$ cat config.mk
export PLATFORM = sky130hd
export DESIGN_NAME = lock_ctrl
export DESIGN_NICKNAME = d
export VERILOG_FILES = /design/src/rtl/lock_pkg.sv /design/src/rtl/lock_ctrl_sec_tick.sv /design/src/rtl/lock_ctrl.sv
export SDC_FILE = /design/constraint.sdc
export NUM_CORES = 1
export LEC_CHECK = 0
export CORE_ASPECT_RATIO = 0.7
export CORE_UTILIZATION = 24
export DETAILED_ROUTE_END_ITERATION = 8
export GPL_TIMING_DRIVEN = 0
export PLACE_DENSITY = 0.49
export REMOVE_ABC_BUFFERS = 1
export SYNTH_ARGS = -nofsm -noshare
export SYNTH_HDL_FRONTEND = slang
export SYNTH_SLANG_ARGS = --single-unit
$ cat constraint.sdc
create_clock -name clk -period 5.25 [get_ports clk]
set_input_delay 1.05 -clock clk [delete_from_list [all_inputs] [get_ports clk]]
set_output_delay 1.05 -clock clk [all_outputs]
set_load 0.02 [all_outputs]
$ cat src/rtl/lock_pkg.sv
// Shared types and defaults for the combination lock controller.
package lock_pkg;

    typedef enum logic [1:0] {
        ST_OPEN   = 2'd0,
        ST_LOCKED = 2'd1,
        ST_ALERT  = 2'd2
    } state_t;

    localparam int DEF_MAX_TRIES = 5;
    localparam int DEF_TIMEOUT_S = 9;
    localparam int DEF_TICK_DIV  = 100_000_000;

    // Decrement that holds at zero so the digit counters never wrap.
    function automatic logic [3:0] sat_dec(input logic [3:0] v, input logic en);
        return (en && v != 4'd0) ? v - 4'd1 : v;
    endfunction

endpackage

$ cat src/rtl/lock_ctrl_sec_tick.sv
// One-second tick divider: counts clk cycles while run is high, pulses tick for one cycle.
// Tick is asserted during the cycle the count sits at TICK_DIV-1; clr restarts the count.
module sec_tick #(
    parameter int TICK_DIV = 100_000_000
) (
    input  logic clk,
    input  logic rst,
    input  logic run,
    input  logic clr,
    output logic tick
);

    localparam int CW = $clog2(TICK_DIV);
    localparam logic [CW-1:0] LAST = CW'(TICK_DIV - 1);

    logic [CW-1:0] cnt;

    always_ff @(posedge clk) begin
        if (rst || clr) begin
            cnt <= '0;
        end else if (run) begin
            cnt <= (cnt == LAST) ? '0 : cnt + 1'b1;
        end
    end

    assign tick = run && (cnt == LAST);

endmodule

$ cat src/rtl/lock_ctrl.sv
// Combination lock sequencer: open/locked/alert state, wrong-try count and seconds countdown.
// Level inputs act on their rising edge; all outputs decode registered state.
module lock_ctrl
    import lock_pkg::*;
#(
    parameter int KEY_W     = 4,
    parameter int MAX_TRIES = DEF_MAX_TRIES,
    parameter int TIMEOUT_S = DEF_TIMEOUT_S,
    parameter int TICK_DIV  = DEF_TICK_DIV
) (
    input  logic             clk,
    input  logic             rst,
    input  logic [KEY_W-1:0] key_in,
    input  logic             set_key,
    input  logic             try_req,
    input  logic             relock,
    input  logic             admin_clr,
    output logic             open,
    output logic             locked,
    output logic             alert,
    output logic [3:0]       tries_left,
    output logic [3:0]       secs_left
);

    localparam logic [3:0] TRIES_INIT = 4'(MAX_TRIES);
    localparam logic [3:0] SECS_INIT  = 4'(TIMEOUT_S);

    state_t             state;
    logic [KEY_W-1:0]   key_reg;
    logic               timer_run;
    logic               prev_set, prev_try, prev_relock, prev_clr;
    logic               set_e, try_e, relock_e, clr_e;
    logic               key_match, tick, tmr_run, tmr_clr;
    logic [3:0]         tries_nxt, secs_nxt;

    // Previous-value registers reset high so a level held through reset does not fire.
    assign set_e    = set_key   & ~prev_set;
    assign try_e    = try_req   & ~prev_try;
    assign relock_e = relock    & ~prev_relock;
    assign clr_e    = admin_clr & ~prev_clr;

    assign key_match = (key_in == key_reg);
    assign tmr_run   = timer_run && (state == ST_LOCKED);
    assign tmr_clr   = ((state == ST_OPEN)   && (set_e || relock_e))
                    || ((state == ST_LOCKED) && try_e && key_match)
                    || ((state == ST_ALERT)  && clr_e);

    sec_tick #(.TICK_DIV(TICK_DIV)) u_sec_tick (
        .clk  (clk),
        .rst  (rst),
        .run  (tmr_run),
        .clr  (tmr_clr),
        .tick (tick)
    );

    assign tries_nxt = sat_dec(tries_left, try_e);
    assign secs_nxt  = sat_dec(secs_left, tick);

    always_ff @(posedge clk) begin
        if (rst) begin
            state       <= ST_OPEN;
            key_reg     <= '0;
            tries_left  <= TRIES_INIT;
            secs_left   <= SECS_INIT;
            timer_run   <= 1'b0;
            prev_set    <= 1'b1;
            prev_try    <= 1'b1;
            prev_relock <= 1'b1;
            prev_clr    <= 1'b1;
        end else begin
            prev_set    <= set_key;
            prev_try    <= try_req;
            prev_relock <= relock;
            prev_clr    <= admin_clr;
            case (state)
                ST_OPEN: begin
                    if (set_e || relock_e) begin
                        if (set_e) key_reg <= key_in;
                        state      <= ST_LOCKED;
                        tries_left <= TRIES_INIT;
                        secs_left  <= SECS_INIT;
                        timer_run  <= 1'b0;
                    end
                end
                ST_LOCKED: begin
                    // A correct try wins over a coincident tick, which is dropped.
                    if (try_e && key_match) begin
                        state      <= ST_OPEN;
                        tries_left <= TRIES_INIT;
                        secs_left  <= SECS_INIT;
                        timer_run  <= 1'b0;
                    end else begin
                        tries_left <= tries_nxt;
                        secs_left  <= secs_nxt;
                        if (try_e) timer_run <= 1'b1;
                        if (tries_nxt == 4'd0 || secs_nxt == 4'd0) state <= ST_ALERT;
                    end
                end
                ST_ALERT: begin
                    if (clr_e) begin
                        state      <= ST_LOCKED;
                        tries_left <= TRIES_INIT;
                        secs_left  <= SECS_INIT;
                        timer_run  <= 1'b0;
                    end
                end
                default: state <= ST_OPEN;
            endcase
        end
    end

    assign open   = (state == ST_OPEN);
    assign locked = ~open;
    assign alert  = (state == ST_ALERT);

endmodule
==> results of run 1 <==
-- cells in the final DEF, fill, tap and decap left out, types with 5 or more instances in the layout --
cell / Yosys / final
sky130_fd_sc_hd__a21oi_1: 8 / 8
sky130_fd_sc_hd__clkdlybuf4s50_1: 0 / 20
sky130_fd_sc_hd__xor2_1: 16 / 16
sky130_fd_sc_hd__or2_2: 6 / 6
sky130_fd_sc_hd__inv_1: 11 / 11
sky130_fd_sc_hd__nand2b_1: 8 / 8
sky130_fd_sc_hd__mux2i_1: 5 / 5
sky130_fd_sc_hd__clkbuf_16: 0 / 5
sky130_fd_sc_hd__dfxtp_1: 46 / 46
sky130_fd_sc_hd__nand3_1: 11 / 11
sky130_fd_sc_hd__nor2b_1: 7 / 7
sky130_fd_sc_hd__o21ai_0: 10 / 10
sky130_fd_sc_hd__and3_1: 8 / 8
sky130_fd_sc_hd__nor3_1: 7 / 7
sky130_fd_sc_hd__nand2_1: 17 / 17
sky130_fd_sc_hd__nor2_1: 47 / 47
sky130_fd_sc_hd__xnor2_1: 14 / 14
-- layout make-up --
class                           instances  area (sq um)
Multi-Input combinational cell        211          1370
Clock buffer                            5           125
Inverter                               11          41.3
Fill cell                             971          6480
Timing Repair Buffer                   20           200
Sequential cell                        46           921
Tap cell                              124           155
Clock inverter                          3          25.0
-- power breakdown --
group / internal (mW) / total, mW / switching, mW / leakage, nW
sequential: 0.354 / 0.358 / 0.00403 / 0.372
combinational: 0.0222 / 0.0548 / 0.0326 / 0.555
clock: 0.179 / 0.323 / 0.144 / 0.0704
total: 0.555 / 0.736 / 0.181 / 0.997
-- cells by family after synthesis --
logic type | after synthesis | synth area share, %
buf+inv | 17 | 3.27
fa+ha+maj | 4 | 2.11
simple gates | 133 | 30.6
mux | 6 | 2.74
xor+xnor | 30 | 11.1
flops | 46 | 38.8
compound gates | 38 | 11.4
-- worst paths after layout --
kind / from / end / slack, ps / cells past startpoint
setup / recovery: try_req / tries_left[1] / 1780 / 7
hold / removal: u_sec_tick.cnt[1] / u_sec_tick.cnt[1] / 480 / 2
setup reg to reg: state[0] / u_sec_tick.cnt[23] / 2680 / 5
hold reg to reg: u_sec_tick.cnt[1] / u_sec_tick.cnt[1] / 480 / 2
-- layer usage --
metal  up-vias  wire length (microns)  GRT usage, %
li1        982                      -             -
met2        27                   1930          13.9
met5         -                      0             0
met4         0                     62          3.70
met1       864                   2940          16.4
met3         9                    226          2.35
-- per-stage QoR --
step / total power, mW / std cells
global placement: 0.420 / 412
detailed placement: 0.421 / 412
floorplan: 0.397 / 268
finish: 0.736 / 420
global route: 0.770 / 420
CTS: 0.746 / 420
-- critical path: cells and delay by family --
family          cells  cell delay (ps)
simple gates        3              630
buf+inv             1              500
compound gates      3             1470
==> out/qor.txt, run 1 <==
min cycle time layout -> 3470 ps
max-capacitance violation count -> 0
startpoint kind of the worst setup timing path -> primary input
final-report hold violation count -> 0
transition time at the pin with the least slew margin -> 1180 ps
series of cell instances along the critical path -> clkdlybuf4s50_1 -> nor2b_1 -> nand2_1 -> o21ai_0 -> o21ai_0 -> a21oi_1 -> nor2_1
mean cell area of the mapped netlist -> 8.66 sq um
most instantiated library cell after synthesis -> sky130_fd_sc_hd__nor2_1
max-slew violations -> 0
class of the most critical hold timing path -> flip-flop to flip-flop
RSZ-0062 raised after global routing -> no
Primary FF master, synth -> sky130_fd_sc_hd__dfxtp_1
Num Clock Sinks -> 46
Data arrival, critical path -> 3630 ps
largest net degree at the start of global routing -> 26
Commonest cells post-synth -> sky130_fd_sc_hd__nor2_1, sky130_fd_sc_hd__dfxtp_1, sky130_fd_sc_hd__nand2_1, sky130_fd_sc_hd__xor2_1, sky130_fd_sc_hd__xnor2_1
TritonCTS clock tree -> done
area of the die -> 0.0103 sq mm
number of hold-repair buffers added at the cts stage -> 0
post-route standard cell area excluding fillers -> 0.00284 sq mm
average vias per placed instance -> 4.48
Total Negative Setup Slacks -> 0 ps
HPWL after detailed placement -> 3780 microns
detailed router's first-iteration violation count -> 69
number of gates given a new drive strength after cts -> 0
setup clock skew after layout -> 10.5 ps
Synth area leader -> sky130_fd_sc_hd__dfxtp_1
# setup viols final -> 0
WHS -> 475 ps
post-route clock period utilization -> 66.0%
number of top-level pins -> 21
sequential cell area fraction in the yosys report -> 38.8%
Post-Synthesis Cells -> 274
Max Root-Sink Buffers -> 2
GP Congestion -> 0.768
cell type of the slowest stage on the worst timing path -> sky130_fd_sc_hd__o21ai_0
wire length of the first global-routing pass -> 8600 microns
startpoint-to-endpoint class of the critical path -> primary input to flip-flop
VDD IR-drop max -> 0.117 mV
status -> completed
top register by number of flip-flops -> u_sec_tick.cnt
total of warnings raised by yosys -> 0
buffers inserted by post-CTS timing repair -> 0
post-route antenna net violation count -> 0
crit path max fanout -> 11
number of enable flip-flop cells after synthesis -> 0
overall die width -> 121 microns
Vert. Die Dim -> 85.2 microns
number of buffers added on ports -> 20
Cell Area, Placed -> 0.00269 sq mm
fraction of layout cells with a size suffix above 1 -> 8.45%
setup slack after placement -> 1450 ps
vias in the first global route -> 1,724
First-pass DRT Iterations -> 4
most prevalent standard cell on the critical path -> sky130_fd_sc_hd__o21ai_0
clock-pin slew reported for the worst setup and hold paths after clock tree synthesis -> 70 ps
WL/cell -> 12.3 microns
core region area -> 0.00933 sq mm
number of buffers created by CTS -> 5
number of diodes added for antenna fixing -> 0
total vias in the final route -> 1,882
leakage power -> 0.997 nW
number of core rows -> 29
CP Capture Type -> flip-flop
cell chosen for the clock root -> sky130_fd_sc_hd__clkbuf_16
Overflow after GRT -> 0
level count of the clock H-tree -> 2
area added between synthesis and finish -> 19.8%
Yosys top cell area share -> 38.8%
Area contributors post-synth -> sky130_fd_sc_hd__dfxtp_1, sky130_fd_sc_hd__nor2_1, sky130_fd_sc_hd__xor2_1, sky130_fd_sc_hd__xnor2_1, sky130_fd_sc_hd__nand2_1
synthesized flop and latch total -> 46
routed wire length -> 5160 microns
Worst Setup Slack, final -> 1780 ps
initial core utilization -> 25.4%
clock latency at the later pin of the worst-skew pair -> 300 ps
slowest stage delay, CP -> 940 ps
proportion of synthesized flip-flops having asynchronous set or reset -> 0%
post-synthesis instance area -> 0.00237 sq mm
number of library cell types mapped by synthesis -> 48
flip-flop count of the largest register after layout -> 27
number of antenna violations at the first check in global routing -> 0
final core utilization -> 30.5%
Slew Limit Headroom -> 20.3%
Req. time, crit path -> 5420 ps
Max Freq -> 0.288 GHz
combined global-route utilization of all metal layers -> 10.6%
total power density per cell area -> 259 mW/mm^2
Nets -> 309
DRC violations left -> 0
Note: power is estimated with default switching activity, not from simulation.
==> inputs of run 2 (changes only) <==
PLACE_DENSITY = 0.5   (was 0.49)
clock period = 3.1 ns   (was 5.25 ns; I/O delays follow)
==> out/qor.txt, run 2 (synthesized netlist as in run 1, its figures left out) <==
crit path max fanout -> 11
RSZ-0062 raised after global routing -> no
buffers inserted by post-CTS timing repair -> 0
vias in the first global route -> 1,829
largest net degree at the start of global routing -> 26
Worst setup endpoint -> tries_left[1]
post-route non-filler standard cell count -> 420
max-slew violations -> 0
cells on worst reg2reg path -> 6
Worst path depth -> 7
endpoint of the most critical register-to-register path -> secs_left[3]
area of the die -> 0.0103 sq mm
overall die width -> 121 microns
slowest stage delay, CP -> 660 ps
wire length of the first global-routing pass -> 9190 microns
TritonCTS clock tree -> done
Max Freq -> 0.370 GHz
final core utilization -> 30.6%
total vias in the final route -> 1,894
register-to-register setup slack -> 830 ps
fraction of layout cells with a size suffix above 1 -> 8.45%
cell type of the slowest stage on the worst timing path -> sky130_fd_sc_hd__o21ai_1
launching point of the worst reg2reg path -> state[0]
level count of the clock H-tree -> 2
Max Root-Sink Buffers -> 2
hold wc startpoint -> u_sec_tick.cnt[1]
setup clock skew after layout -> 10.5 ps
number of diodes added for antenna fixing -> 0
WL/cell -> 12.4 microns
area added between synthesis and finish -> 20.5%
launch point of the worst path -> try_req
status -> completed
HPWL after detailed placement -> 3830 microns
number of hold-repair buffers added at the cts stage -> 0
clock-pin slew reported for the worst setup and hold paths after clock tree synthesis -> 70 ps
number of buffers added on ports -> 20
cell type group with the largest total delay on the critical path -> compound AO/OA/AOI/OAI gates
detailed router's first-iteration violation count -> 132
class of the most critical hold timing path -> flip-flop to flip-flop
# setup viols final -> 0
post-route antenna net violation count -> 0
DRC violations left -> 0
initial core utilization -> 25.4%
top register by number of flip-flops -> u_sec_tick.cnt
max-capacitance violation count -> 0
post-route clock period utilization -> 87.3%
GP Congestion -> 0.714
Slew Limit Headroom -> 46.2%
total power of the final layout -> 1.32 mW
routed wire length -> 5200 microns
Placed Instances -> 412
Num Clock Sinks -> 46
core region area -> 0.00933 sq mm
number of core rows -> 29
leakage power -> 1.00 nW
series of cell instances along the critical path -> clkdlybuf4s50_1 -> nor2b_1 -> nand2_1 -> o21ai_1 -> o21ai_0 -> a21oi_1 -> nor2_1
cell chosen for the clock root -> sky130_fd_sc_hd__clkbuf_16
transition time at the pin with the least slew margin -> 802 ps
total power density per cell area -> 462 mW/mm^2
number of top-level pins -> 21
number of buffers created by CTS -> 5
number of gates given a new drive strength after cts -> 0
Vert. Die Dim -> 85.2 microns
min cycle time layout -> 2710 ps
startpoint kind of the worst setup timing path -> primary input
number of buffers and inverters on the critical path -> 1
final-report hold violation count -> 0
Nets -> 309
clock latency at the later pin of the worst-skew pair -> 290 ps
number of antenna violations at the first check in global routing -> 0
Cell Area, Placed -> 0.00269 sq mm
leading cell types in the layout, fill and taps excluded -> sky130_fd_sc_hd__nor2_1, sky130_fd_sc_hd__dfxtp_1, sky130_fd_sc_hd__clkdlybuf4s50_1, sky130_fd_sc_hd__nand2_1, sky130_fd_sc_hd__xor2_1
Req. time, crit path -> 3260 ps
post-route standard cell area excluding fillers -> 0.00286 sq mm
average vias per placed instance -> 4.51
Data arrival, critical path -> 2860 ps
CP Capture Type -> flip-flop
VDD IR-drop max -> 0.194 mV
flip-flop count of the largest register after layout -> 27
startpoint-to-endpoint class of the critical path -> primary input to flip-flop
most common cell after layout, fill and taps aside -> sky130_fd_sc_hd__nor2_1
WHS -> 482 ps
Overflow after GRT -> 0
combined global-route utilization of all metal layers -> 11.3%
First-pass DRT Iterations -> 4
-- run 2: worst min-delay path by stage --
stage | cells after the start | end | slack [ps]
global route | 2 | u_sec_tick.cnt[1] | 520
finish | 2 | u_sec_tick.cnt[1] | 480
CTS | 2 | u_sec_tick.cnt[1] | 490
floorplan | 2 | u_sec_tick.cnt[1] | 450
global placement | 2 | u_sec_tick.cnt[1] | 470
detailed placement | 2 | u_sec_tick.cnt[1] | 470
-- run 2: worst min-delay path, delay by kind of cell, from the launching register on --
family	cells	cell delay [ps]
flops	1	330
compound gates	1	50
simple gates	1	60
-- run 2: area by class of cell --
type	count	area (sq um)
clock buffers	6	129
clock inverters	2	37.5
fillers	975	6470
inverters	11	41.3
multi-input cells	211	1370
flip-flops and latches	46	921
well taps	124	155
repair buffers	20	200
-- run 2: per-layer routing --
metal,GRT usage [%],wire (microns)
met5,0,0
met3,2.22,166
met4,4.71,94
met1,17.5,2990
met2,14.7,1950
-- run 2: per-stage QoR --
step / setup slack, ps / TNS, ps
after global placement: -223 / -3370
after detailed placement: -217 / -3810
after global routing: 247 / 0
final: 394 / 0
after CTS: 82.5 / 0
after floorplan: 924 / 0
-- run 2: report_power, final --
group	total (mW)	switching (mW)	internal, mW
Sequential	0.606	0.00703	0.599
Clock	0.621	0.240	0.381
Combinational	0.0929	0.0552	0.0377
Total	1.32	0.302	1.02
==> inputs of run 3 (changes only) <==
CTS_CLUSTER_DIAMETER = 100   (was default)
HOLD_SLACK_MARGIN = 0.02   (was default)
==> results of run 3 <==
No change in the layout: final DEF, timing and power equal those of run 2.
